## config.mk

```make
export PLATFORM = sky130hd
export DESIGN_NAME = rf_write_arbiter
export DESIGN_NICKNAME = d
export VERILOG_FILES = /design/src/rtl/rf_write_arbiter_pkg.sv /design/src/rtl/rf_write_arbiter_starve_counter.sv /design/src/rtl/rf_write_arbiter.sv
export SDC_FILE = /design/constraint.sdc
export NUM_CORES = 1
export LEC_CHECK = 0
export ABC_AREA = 1
export BUFFER_PORTS_ARGS = -buffer_cell sky130_fd_sc_hd__clkbuf_2
export CAP_MARGIN = 20
export CORE_MARGIN = 2
export CORE_UTILIZATION = 48
export DETAILED_ROUTE_END_ITERATION = 10
export PLACE_DENSITY = 0.92
export SYNTH_ARGS = -nofsm -noshare
export SYNTH_HDL_FRONTEND = slang
export SYNTH_SLANG_ARGS = --single-unit
```

## constraint.sdc

```tcl
create_clock -name clk -period 2.26 [get_ports clk]
set_input_delay 0 -clock clk [delete_from_list [all_inputs] [get_ports clk]]
set_output_delay 0 -clock clk [all_outputs]
set_load 0.005 [all_outputs]
```

## src/rtl/rf_write_arbiter_pkg.sv

```systemverilog
// rtl/rf_write_arbiter_pkg.sv - shared widths, write-mode and state encodings for rf_write_arbiter
package rf_write_arbiter_pkg;

    localparam int WIDTH        = 32;
    localparam int REG_ADDR_LEN = 5;

    localparam logic [1:0] WMODE_WORD = 2'd0;
    localparam logic [1:0] WMODE_HALF = 2'd1;
    localparam logic [1:0] WMODE_BYTE = 2'd2;

    typedef enum logic [1:0] {
        ST_RUN    = 2'd0,
        ST_DRAIN  = 2'd1,
        ST_HALTED = 2'd2
    } arb_state_t;

endpackage

```

## src/rtl/rf_write_arbiter_starve_counter.sv

```systemverilog
// rtl/rf_write_arbiter_starve_counter.sv - saturating wait counter for the secondary writer
//
// Ports:
//   clk, rst_n  clock, asynchronous active-low reset
//   clr         clear to zero (wins over inc)
//   inc         count one wait cycle, saturating at LIMIT
//   at_limit    counter equals LIMIT
module starve_counter #(
    parameter int LIMIT = 4
) (
    input  logic clk,
    input  logic rst_n,
    input  logic clr,
    input  logic inc,
    output logic at_limit
);

    localparam int CW = $clog2(LIMIT + 1);
    localparam logic [CW-1:0] LIMIT_V = CW'(LIMIT);

    logic [CW-1:0] cnt_q;

    always_ff @(posedge clk or negedge rst_n) begin
        if (!rst_n) begin
            cnt_q <= '0;
        end else if (clr) begin
            cnt_q <= '0;
        end else if (inc && (cnt_q != LIMIT_V)) begin
            cnt_q <= cnt_q + 1'b1;
        end
    end

    assign at_limit = (cnt_q == LIMIT_V);

endmodule

```

## src/rtl/rf_write_arbiter.sv

```systemverilog
// rtl/rf_write_arbiter.sv - register-file write port arbiter with halt drain sequencing
//
// Writeback always wins the single write port; a secondary valid/ready writer
// (mul/div, late load) uses the port when writeback is idle. On wb_halt the
// block drains pending secondary writes, then raises a sticky halt_out.
//
// Optional build macro: RF_ARB_STARVE_GUARD_EN enables a starvation guard that
// raises stall_req after STARVE_LIMIT cycles of a blocked secondary request.
//
// Ports:
//   clk, rst_n                       clock, asynchronous active-low reset
//   wb_wr_en/addr/data/w_mode        writeback write request (primary)
//   wb_halt                          HALT retired pulse
//   sec_valid/ready/addr/data/w_mode secondary write handshake
//   stall_req                        asks pipeline for a writeback bubble
//   rf_wr_en/addr/data/w_mode        registered register-file write port
//   halt_out                         processor halted, sticky until reset
module rf_write_arbiter #(
    parameter int WIDTH        = 32,
    parameter int REG_ADDR_LEN = 5,
    parameter int STARVE_LIMIT = 4
) (
    input  logic                    clk,
    input  logic                    rst_n,
    input  logic                    wb_wr_en,
    input  logic [REG_ADDR_LEN-1:0] wb_addr,
    input  logic [WIDTH-1:0]        wb_data,
    input  logic [1:0]              wb_w_mode,
    input  logic                    wb_halt,
    input  logic                    sec_valid,
    output logic                    sec_ready,
    input  logic [REG_ADDR_LEN-1:0] sec_addr,
    input  logic [WIDTH-1:0]        sec_data,
    input  logic [1:0]              sec_w_mode,
    output logic                    stall_req,
    output logic                    rf_wr_en,
    output logic [REG_ADDR_LEN-1:0] rf_addr,
    output logic [WIDTH-1:0]        rf_data,
    output logic [1:0]              rf_w_mode,
    output logic                    halt_out
);

    import rf_write_arbiter_pkg::*;

    arb_state_t state_q, state_d;
    logic       wb_grant;
    logic       sec_grant;

    // Writeback only counts as a request in RUN; in DRAIN/HALTED it is ignored.
    assign wb_grant  = (state_q == ST_RUN) && wb_wr_en;
    assign sec_ready = (state_q != ST_HALTED) && !(wb_wr_en && (state_q == ST_RUN));
    assign sec_grant = !wb_grant && sec_valid && sec_ready;

    always_comb begin
        state_d = state_q;
        case (state_q)
            ST_RUN:    if (wb_halt)    state_d = ST_DRAIN;
            ST_DRAIN:  if (!sec_valid) state_d = ST_HALTED;
            ST_HALTED: state_d = ST_HALTED;
            default:   state_d = ST_RUN;
        endcase
    end

    always_ff @(posedge clk or negedge rst_n) begin
        if (!rst_n) begin
            state_q <= ST_RUN;
        end else begin
            state_q <= state_d;
        end
    end

    // Address/data/mode hold their last granted value; only rf_wr_en pulses.
    // Writes to register 0 still consume the grant but never enable the port.
    always_ff @(posedge clk or negedge rst_n) begin
        if (!rst_n) begin
            rf_wr_en  <= 1'b0;
            rf_addr   <= '0;
            rf_data   <= '0;
            rf_w_mode <= WMODE_WORD;
        end else if (wb_grant) begin
            rf_wr_en  <= (wb_addr != '0);
            rf_addr   <= wb_addr;
            rf_data   <= wb_data;
            rf_w_mode <= wb_w_mode;
        end else if (sec_grant) begin
            rf_wr_en  <= (sec_addr != '0);
            rf_addr   <= sec_addr;
            rf_data   <= sec_data;
            rf_w_mode <= sec_w_mode;
        end else begin
            rf_wr_en  <= 1'b0;
        end
    end

    assign halt_out = (state_q == ST_HALTED);

`ifdef RF_ARB_STARVE_GUARD_EN
    // Counts cycles the secondary is blocked by writeback in RUN. If the
    // pipeline ignores stall_req, writeback still wins and the count stays
    // saturated because neither clear condition holds.
    starve_counter #(
        .LIMIT (STARVE_LIMIT)
    ) u_starve_counter (
        .clk      (clk),
        .rst_n    (rst_n),
        .clr      (sec_grant || !sec_valid),
        .inc      (sec_valid && !sec_ready && (state_q == ST_RUN)),
        .at_limit (stall_req)
    );
`else
    assign stall_req = 1'b0;
`endif

endmodule

```

-- After elaboration in Yosys (flattened, before gate mapping)
Index checks and enable logic that the tools add are counted.
- register bits after elaboration: 42
- input port bits: 83
- output and inout bits: 43
- eq/ne operators: 5
- reductions and logical operators: 10
- multiplexer cells: 11
- operators by type and width (operator ; count):
    $mux 32 ; 2
    $mux 5 ; 2
    $reduce_bool 5->1 ; 2
    $mux 2 ; 4
    $ne 2x2->1 const B ; 3
    $pmux 2 s3 ; 1
    $logic_and 1x1->1 ; 4
    $eq 2x1->1 const B ; 1
    $eq 2x2->1 const B ; 1
    $logic_not 2->1 ; 1
    $mux 1 ; 2
    $reduce_and 2->1 ; 1
    $reduce_bool 2->1 ; 1
    $logic_not 1->1 ; 1

-- Logic depth before layout (Yosys ltp)
Gate-level depths: netlist of run 1.
- depth in word-level cells: 7
- depth in mapped cells: 9
- mapped depth without buffers: 7

-- Worst setup path before layout of run 1
No wires, ideal clock.
- kind: flip-flop to flip-flop
- from: reg state_q[0]
- to: reg rf_data[10]
- stages on the path, launching flop included: 10
- data arrival time: 1.333 ns
- period minus slack after synthesis: 1.451 ns
- slack: 0.809 ns
- path buffers: 3
- cell sequence: dfrtp_1 > inv_1 > ha_1 > buf_2 > nand2_2 > o21ai_2 > buf_4 > buf_4 > nand2_1 > nand2_1
- word-level cells in the longest chain between the ends: 6
- elaborated cells between the ends (all ways): 9
- those cells by class: eq/ne (1); mux (1); reduce/logical (7)
- ends and longest elaborated chain (element ; RTL line ; text):
    start: declaration ; rf_write_arbiter.sv:45 ; arb_state_t state_q, state_d;
    start signal: assignment ; rf_write_arbiter.sv:68 ; state_q <= state_d;
    $logic_not 2->1 ; rf_write_arbiter.sv:50, rf_write_arbiter.sv:51 ;
    $logic_and 1x1->1 ; rf_write_arbiter.sv:50, rf_write_arbiter.sv:51 ;
    $logic_not 1->1 ; rf_write_arbiter.sv:51, rf_write_arbiter.sv:52 ;
    $logic_and 1x1->1 (on tied branches) ; rf_write_arbiter.sv:52, rf_write_arbiter.sv:51 ;
    $logic_and 1x1->1 ; rf_write_arbiter.sv:52 ; assign sec_grant = !wb_grant && sec_valid && sec_ready;
    $reduce_bool 2->1 (no line) ; n/a ;
    end signal: assignment ; rf_write_arbiter.sv:83 ; rf_data <= wb_data;
    end signal: assignment ; rf_write_arbiter.sv:88 ; rf_data <= sec_data;
    end: declaration ; rf_write_arbiter.sv:38 ; output logic [WIDTH-1:0] rf_data,
Parallel ways exist; a longest one is shown, timed or not.
A chain may end at the register's enable or synchronous reset.

-- Worst setup path after layout of run 1
- from: reg state_q[0]
- to: out sec_ready
- word-level cells in the longest chain between the ends: 4
- elaborated cells between the ends (all ways): 5
- those cells by class: eq/ne (1); reduce/logical (4)
- ends and longest elaborated chain (element ; RTL line ; text):
    $logic_not 2->1 ; rf_write_arbiter.sv:51 ; assign sec_ready = (state_q != ST_HALTED) && !(wb_wr_en && (state_q == ST_RUN));
    $logic_and 1x1->1 ; rf_write_arbiter.sv:51 ;
    $logic_not 1->1 ; rf_write_arbiter.sv:51 ;
    $logic_and 1x1->1 (*) ; rf_write_arbiter.sv:51 ;
    end: declaration ; rf_write_arbiter.sv:31 ; output logic sec_ready,
Every way passes the cells marked *; elsewhere a longest branch is shown, timed or not.

==> impl_metrics.yaml, run 1 <==
outcome:
  status: "finished clean"
clocking:
  clockBufferDepth: 2
  clkTransAtPathRegs_ns: 0.08
  cts_tree: "yes"
  cts_buffers: 5
  htreeDepth: 2
  clkSinkCount: 42
  cts.repair.resized: 0
  root_buffer: "clkbuf_8"
  clkLatencyLatePin_ns: 0.29
synth:
  synthCells: 338
  netlist.top_cell.by_area: "dfrtp_1"
  synth.most_common_cell: "nand2_1"
  syn_area_per_cell_sq_um: 6.93
  yosys-top-cells-area: "dfrtp_1 45%, nand2_1 27%, nand3_1 18%"
  synth_edf_count: 0
  ys_seq_area_share_pct: 44.9
  synth.top_cell.area_share_pct: 44.9
  ys_seq_elements: 42
  synthArstFlopShare_pct: 100
  syn-cell-area_sq_um: 2340
  synth_cell_types: 15
  syn_nets: 425
  synthTopCellsByCount: "167 x nand2_1, 82 x nand3_1, 42 x dfrtp_1, 14 x buf_2, 9 x clkbuf_1"
  ys_warn_count: 0
  synth_flop_cell: "dfrtp_1"
setup_path:
  path_common_cell: "inv_1"
  cp_slowest_cell: "buf_4"
  end_kind: "output port"
  criticalPathCategory: "register to output port"
  worstPathRequired_ns: 2.26
  slowest_delay_ns: 0.40
  crit_fanout: 47
  start_kind: "register"
  critPathArrivalTime_ns: 1.78
  cp_cell_sequence: "inv_1 > ha_1 > nand2_2 > buf_4 > nand2_1 > inv_1 > clkbuf_2"
placement:
  portBuffers: 124
  place.gp.congestion: 0.774
  hpwl_um: 4400
timing:
  timing.fmax_ghz: 0.563
  slew_violations: 0
  fin_crit_sh_pct: 78.6
  hold_violations: 0
  setup-tns-final_ns: 0
  post-route-min-period_ns: 1.78
  setup_viol_count_final: 0
  finClkSkew_ns: 0.00576
  rsz0062_at_grt: "no"
  hold_slack_ns: 0.00830
power_and_ir_drop:
  powerDensity_nw_per_um2: 1140
  finalPower_mw: 3.72
  ir_drop_mv: 0.758
  p_leak_nw: 1.99
global_routing:
  grt_max_degree: 48
  antenna_found_initial: 0
  grt_pass1_vias: 2505
  grt_usage_pct: 25.3
  grt_pass1_wl_um: 10700
  grt_overflow: 0
die:
  die_w_um: 73.8
  io_pins: 126
  dieHeight_um: 73.8
  rows: 25
  core-area_sq_um: 4720
  die_area_sq_um: 5450
  start_util_pct: 49.6
cells_and_area:
  antennaDiodeCount: 0
  syn2layout_area_growth_pct: 38.9
  post-route-util_pct: 68.8
  drive_gt1_share_pct: 30.7
  nets: 555
worst_hold_path:
  hold_path_class: "input port to register"
drt:
  drtAntennaViolNets: 0
  drc_errors: 0
  viasPerCell: 4.97
  dr.pass1.iters: 4
  wl_per_cell_um: 12.4
  vias: 2663
  routed_wl_um: 6640
  drtIter0Drc: 115
flow_run:
  maxCapViolations: 0
## worst max-delay path, delay by kind of cell (launching register included)
kind	cells	cell delay, ns
fa+ha+maj	1	0.23
buf+inv	4	0.68
simple gates	2	0.20
flops	1	0.38
## timing repair
| item | 4_1_cts | 5_1_grt |
|---|---|---|
| hold buffers | 16 | 0 |
| endpoints found under the setup margin | 0 | 0 |
| endpoints found under the hold margin | 57 | 0 |
| setup buffers | 0 | 0 |
## power by group
part	switching (mW)	total (mW)	leakage [nW]	internal, mW
combinational	1.11	1.88	1.43	0.763
sequential	0.219	1.35	0.510	1.14
clock	0.243	0.490	0.0482	0.246
## metal layers
metal	wire, um	global-route usage (%)	part of all wire, %
met1	2720	29.8	41
met2	3420	45.5	51
met3	391	5.35	5.9
met4	114	7.88	1.7
met5	0	0	0
## cells in the final DEF (no fill, tap or decap)
master,netlist,layout
nand2_1,167,167
clkbuf_2,0,124
nand3_1,82,82
dfrtp_1,42,42
dlygate4sd3_1,0,16
buf_4,3,8
inv_1,7,7
clkbuf_8,0,6
nor2_1,4,4
ha_1,4,4
clkinv_2,1,2
nand2_2,1,1
nand3b_1,1,1
inv_2,1,1
o21ai_2,1,1
conb_1,1,1
clkbuf_1,9,1
buf_12,0,1
## sequential cells by signal (all words and copies together) (netlist names)
register / count
rf_addr: 5
rf_w_mode: 2
state_q: 2
rf_wr_en: 1
rf_data: 32
## through the flow
step / worst slack [ns] / cell area (sq um) / std cells
detailed placement: 0.653 / 2980 / 511
finish: 0.484 / 3250 / 536
global route: 0.358 / 3250 / 536
CTS: 0.466 / 3230 / 535
global placement: 0.799 / 2980 / 511
floorplan: 0.809 / 2340 / 338
## path summary, 6_finish.rpt
kind                            depth (start not counted)                      end  slack [ns]              startpoint
min in group asynchronous                               2   rf_data[7]$_DFFE_PN0P_        0.17                   rst_n
worst min-delay path                                    5  rf_data[21]$_DFFE_PN0P_       0.008            sec_data[21]
max in group asynchronous                               3  rf_data[31]$_DFFE_PN0P_        1.61                   rst_n
worst max-delay path                                    7                sec_ready        0.48  state_q[0]$_DFFE_PN0P_
worst max register to register                          8  rf_data[14]$_DFFE_PN0P_        0.64  state_q[0]$_DFFE_PN0P_
worst min register to register                          2   rf_data[7]$_DFFE_PN0P_        0.50  rf_data[7]$_DFFE_PN0P_
## cell families after synthesis
group / count (synthesis) / share of synthesized area, %
buf+inv: 35 / 6.89
simple gates: 255 / 45.5
compound gates: 1 / 0.374
flops: 42 / 44.9
other cells: 1 / 0.160
fa+ha+maj: 4 / 2.14
## final cells by class
class	instances	area [sq um]
flip-flops and latches	42	1050
repair buffers	149	861
fillers	409	1470
inverters	9	35.0
well taps	67	83.8
multi-input cells	261	1130
clock inverters	1	5.00
clock buffers	7	86.3
Note: power is estimated with default switching activity, not from simulation.
==> inputs of run 2 (changes only) <==
--- a/config.mk
+++ b/config.mk
@@ -9,9 +9,9 @@
 export BUFFER_PORTS_ARGS = -buffer_cell sky130_fd_sc_hd__clkbuf_2
 export CAP_MARGIN = 20
 export CORE_MARGIN = 2
-export CORE_UTILIZATION = 48
+export CORE_UTILIZATION = 45
 export DETAILED_ROUTE_END_ITERATION = 10
-export PLACE_DENSITY = 0.92
+export PLACE_DENSITY = 0.87
 export SYNTH_ARGS = -nofsm -noshare
 export SYNTH_HDL_FRONTEND = slang
 export SYNTH_SLANG_ARGS = --single-unit
==> constraint.sdc (replaced) <==
create_clock -name clk -period 1.8 [get_ports clk]
set_input_delay 0 -clock clk [delete_from_list [all_inputs] [get_ports clk]]
set_output_delay 0 -clock clk [all_outputs]
set_load 0.005 [all_outputs]
==> impl_metrics.yaml, run 2 (synthesis gave the netlist of run 1 again) <==
timing:
  fin_crit_sh_pct: 88.0
  setup_viol_count_final: 0
  worst_pin_slew_ns: 0.516
  slew_violations: 0
  hold_violations: 0
  setup_slack_ns: 0.216
  setup-tns-final_ns: 0
  finClkSkew_ns: 0.00383
  timing.fmax_ghz: 0.631
  post-route-min-period_ns: 1.58
  max_slew_margin_pct: 65.6
  rsz0062_at_grt: "no"
  hold_slack_ns: 0.00923
clocking:
  cts_tree: "yes"
  root_buffer: "clkbuf_8"
  clkTransAtPathRegs_ns: 0.07
  clkLatencyLatePin_ns: 0.28
  htreeDepth: 2
  cts_buffers: 5
  clockBufferDepth: 2
  clkSinkCount: 42
  cts.repair.resized: 0
setup_path:
  r2r-start: "state_q[1]$_DFFE_PN0P_"
  worstPathRequired_ns: 1.80
  start_kind: "register"
  cp-startpoint: "state_q[1]$_DFFE_PN0P_"
  end_kind: "output port"
  criticalPathCategory: "register to output port"
  crit_fanout: 54
  critPathArrivalTime_ns: 1.58
cells_and_area:
  top_register: "rf_data"
  largestRegisters: "rf_data (32), rf_addr (5)"
  fillerInstances: 492
  final_common_cell: "nand2_1"
  nets: 547
  final_cell_mix: "167 x nand2_1, 124 x clkbuf_2, 82 x nand3_1"
  largest_register_ffs: 32
  fin_area_sq_um: 3170
  syn2layout_area_growth_pct: 35.4
  antennaDiodeCount: 0
  post-route-util_pct: 62.5
  stdcell_count: 530
  drive_gt1_share_pct: 31.1
worst_hold_path:
  hold_start: "sec_w_mode[1]"
  hold_path_class: "input port to register"
drt:
  wl_per_cell_um: 11.4
  drtIter0Drc: 147
  drtAntennaViolNets: 0
  drc_errors: 0
  routed_wl_um: 6050
  viasPerCell: 4.86
  dr.pass1.iters: 4
  vias: 2575
global_routing:
  grt_overflow: 0
  grt_pass1_wl_um: 10500
  antenna_found_initial: 0
  grt_pass1_vias: 2469
  grt_max_degree: 55
  grt_usage_pct: 21.7
power_and_ir_drop:
  p_int_mw: 2.69
  finalPower_mw: 4.62
  powerDensity_nw_per_um2: 1460
  switching_share_pct: 41.7
  p_seq_share_pct: 36.5
  ir_drop_mv: 0.789
  pwr-share-comb_pct: 51.7
  clockPowerShare_pct: 11.8
  switchingPower_mw: 1.93
  p_leak_nw: 1.95
die:
  core-area_sq_um: 5070
  start_util_pct: 46.1
  dieHeight_um: 76.1
  io_pins: 126
  die_area_sq_um: 5800
  die_w_um: 76.1
  rows: 26
placement:
  dp_cells: 516
  portBuffers: 124
  hpwl_um: 4410
  dpl_cell_area_sq_um: 3020
  dpl_worst_slack_ns: 0.330
  place.gp.congestion: 0.778
flow_run:
  maxCapViolations: 0
outcome:
  status: "finished clean"
==> run 2: cell count changes in the layout (fill, tap and decap cells not counted) <==
cell,before,now
dlygate4sd3_1,16,7
clkbuf_1,1,2
clkbuf_8,6,5
buf_12,1,2
clkinv_2,2,1
==> run 2: path summary, 6_finish.rpt <==
path	cells after the start	endpoint	slack, ns
min in group asynchronous	3	rf_data[2]$_DFFE_PN0P_	0.32
hold / removal	5	rf_w_mode[1]$_DFFE_PN0P_	0.009
setup / recovery	7	sec_ready	0.22
max in group asynchronous	3	rf_data[15]$_DFFE_PN0P_	1.12
hold reg to reg	2	rf_data[28]$_DFFE_PN0P_	0.50
setup reg to reg	8	rf_data[19]$_DFFE_PN0P_	0.30
==> run 2: routing by layer <==
| layer | routed length, um | part of all wire [%] | track usage (%) | vias to the layer above |
|---|---|---|---|---|
| met5 | 0 | 0 | 0 | - |
| met4 | 60 | 0.99 | 5.27 | 0 |
| met3 | 259 | 4.3 | 4.27 | 4 |
| met2 | 3180 | 53 | 40.7 | 70 |
| met1 | 2550 | 42 | 25.4 | 1193 |
| li1 | - | - | - | 1308 |
==> run 2: repair_timing <==
| item | CTS | global route |
|---|---|---|
| hold buffers | 7 | 0 |
| hold endpoints to repair | 48 | 0 |
| setup buffers | 0 | 0 |
==> run 2: power by group through the flow <==
stage	Clock (mW)	Sequential (mW)	Combinational (mW)
2_1_floorplan	0	1.72	1.41
3_3_place_gp	0	1.69	2.32
3_5_place_dp	0	1.70	2.40
4_1_cts	0.566	1.68	2.42
5_1_grt	0.604	1.75	2.73
6_report	0.546	1.68	2.39
==> run 2: worst max-delay path: stages, from the launching register on <==
cell      delay [ns]
dfrtp_1         0.38
inv_1           0.09
ha_1            0.22
nand2_2         0.13
buf_12          0.24
nand2_1         0.07
inv_1           0.05
clkbuf_2        0.11
==> run 2: layout make-up <==
cell class	instances	area [sq um]	share of cell area, %
Multi-Input combinational cell	261	1130	35.6
Timing Repair Buffer	141	791	25.0
Sequential cell	42	1050	33.2
Clock buffer	7	76.3	2.41
Tap cell	70	87.6	2.76
Inverter	9	35.0	1.11
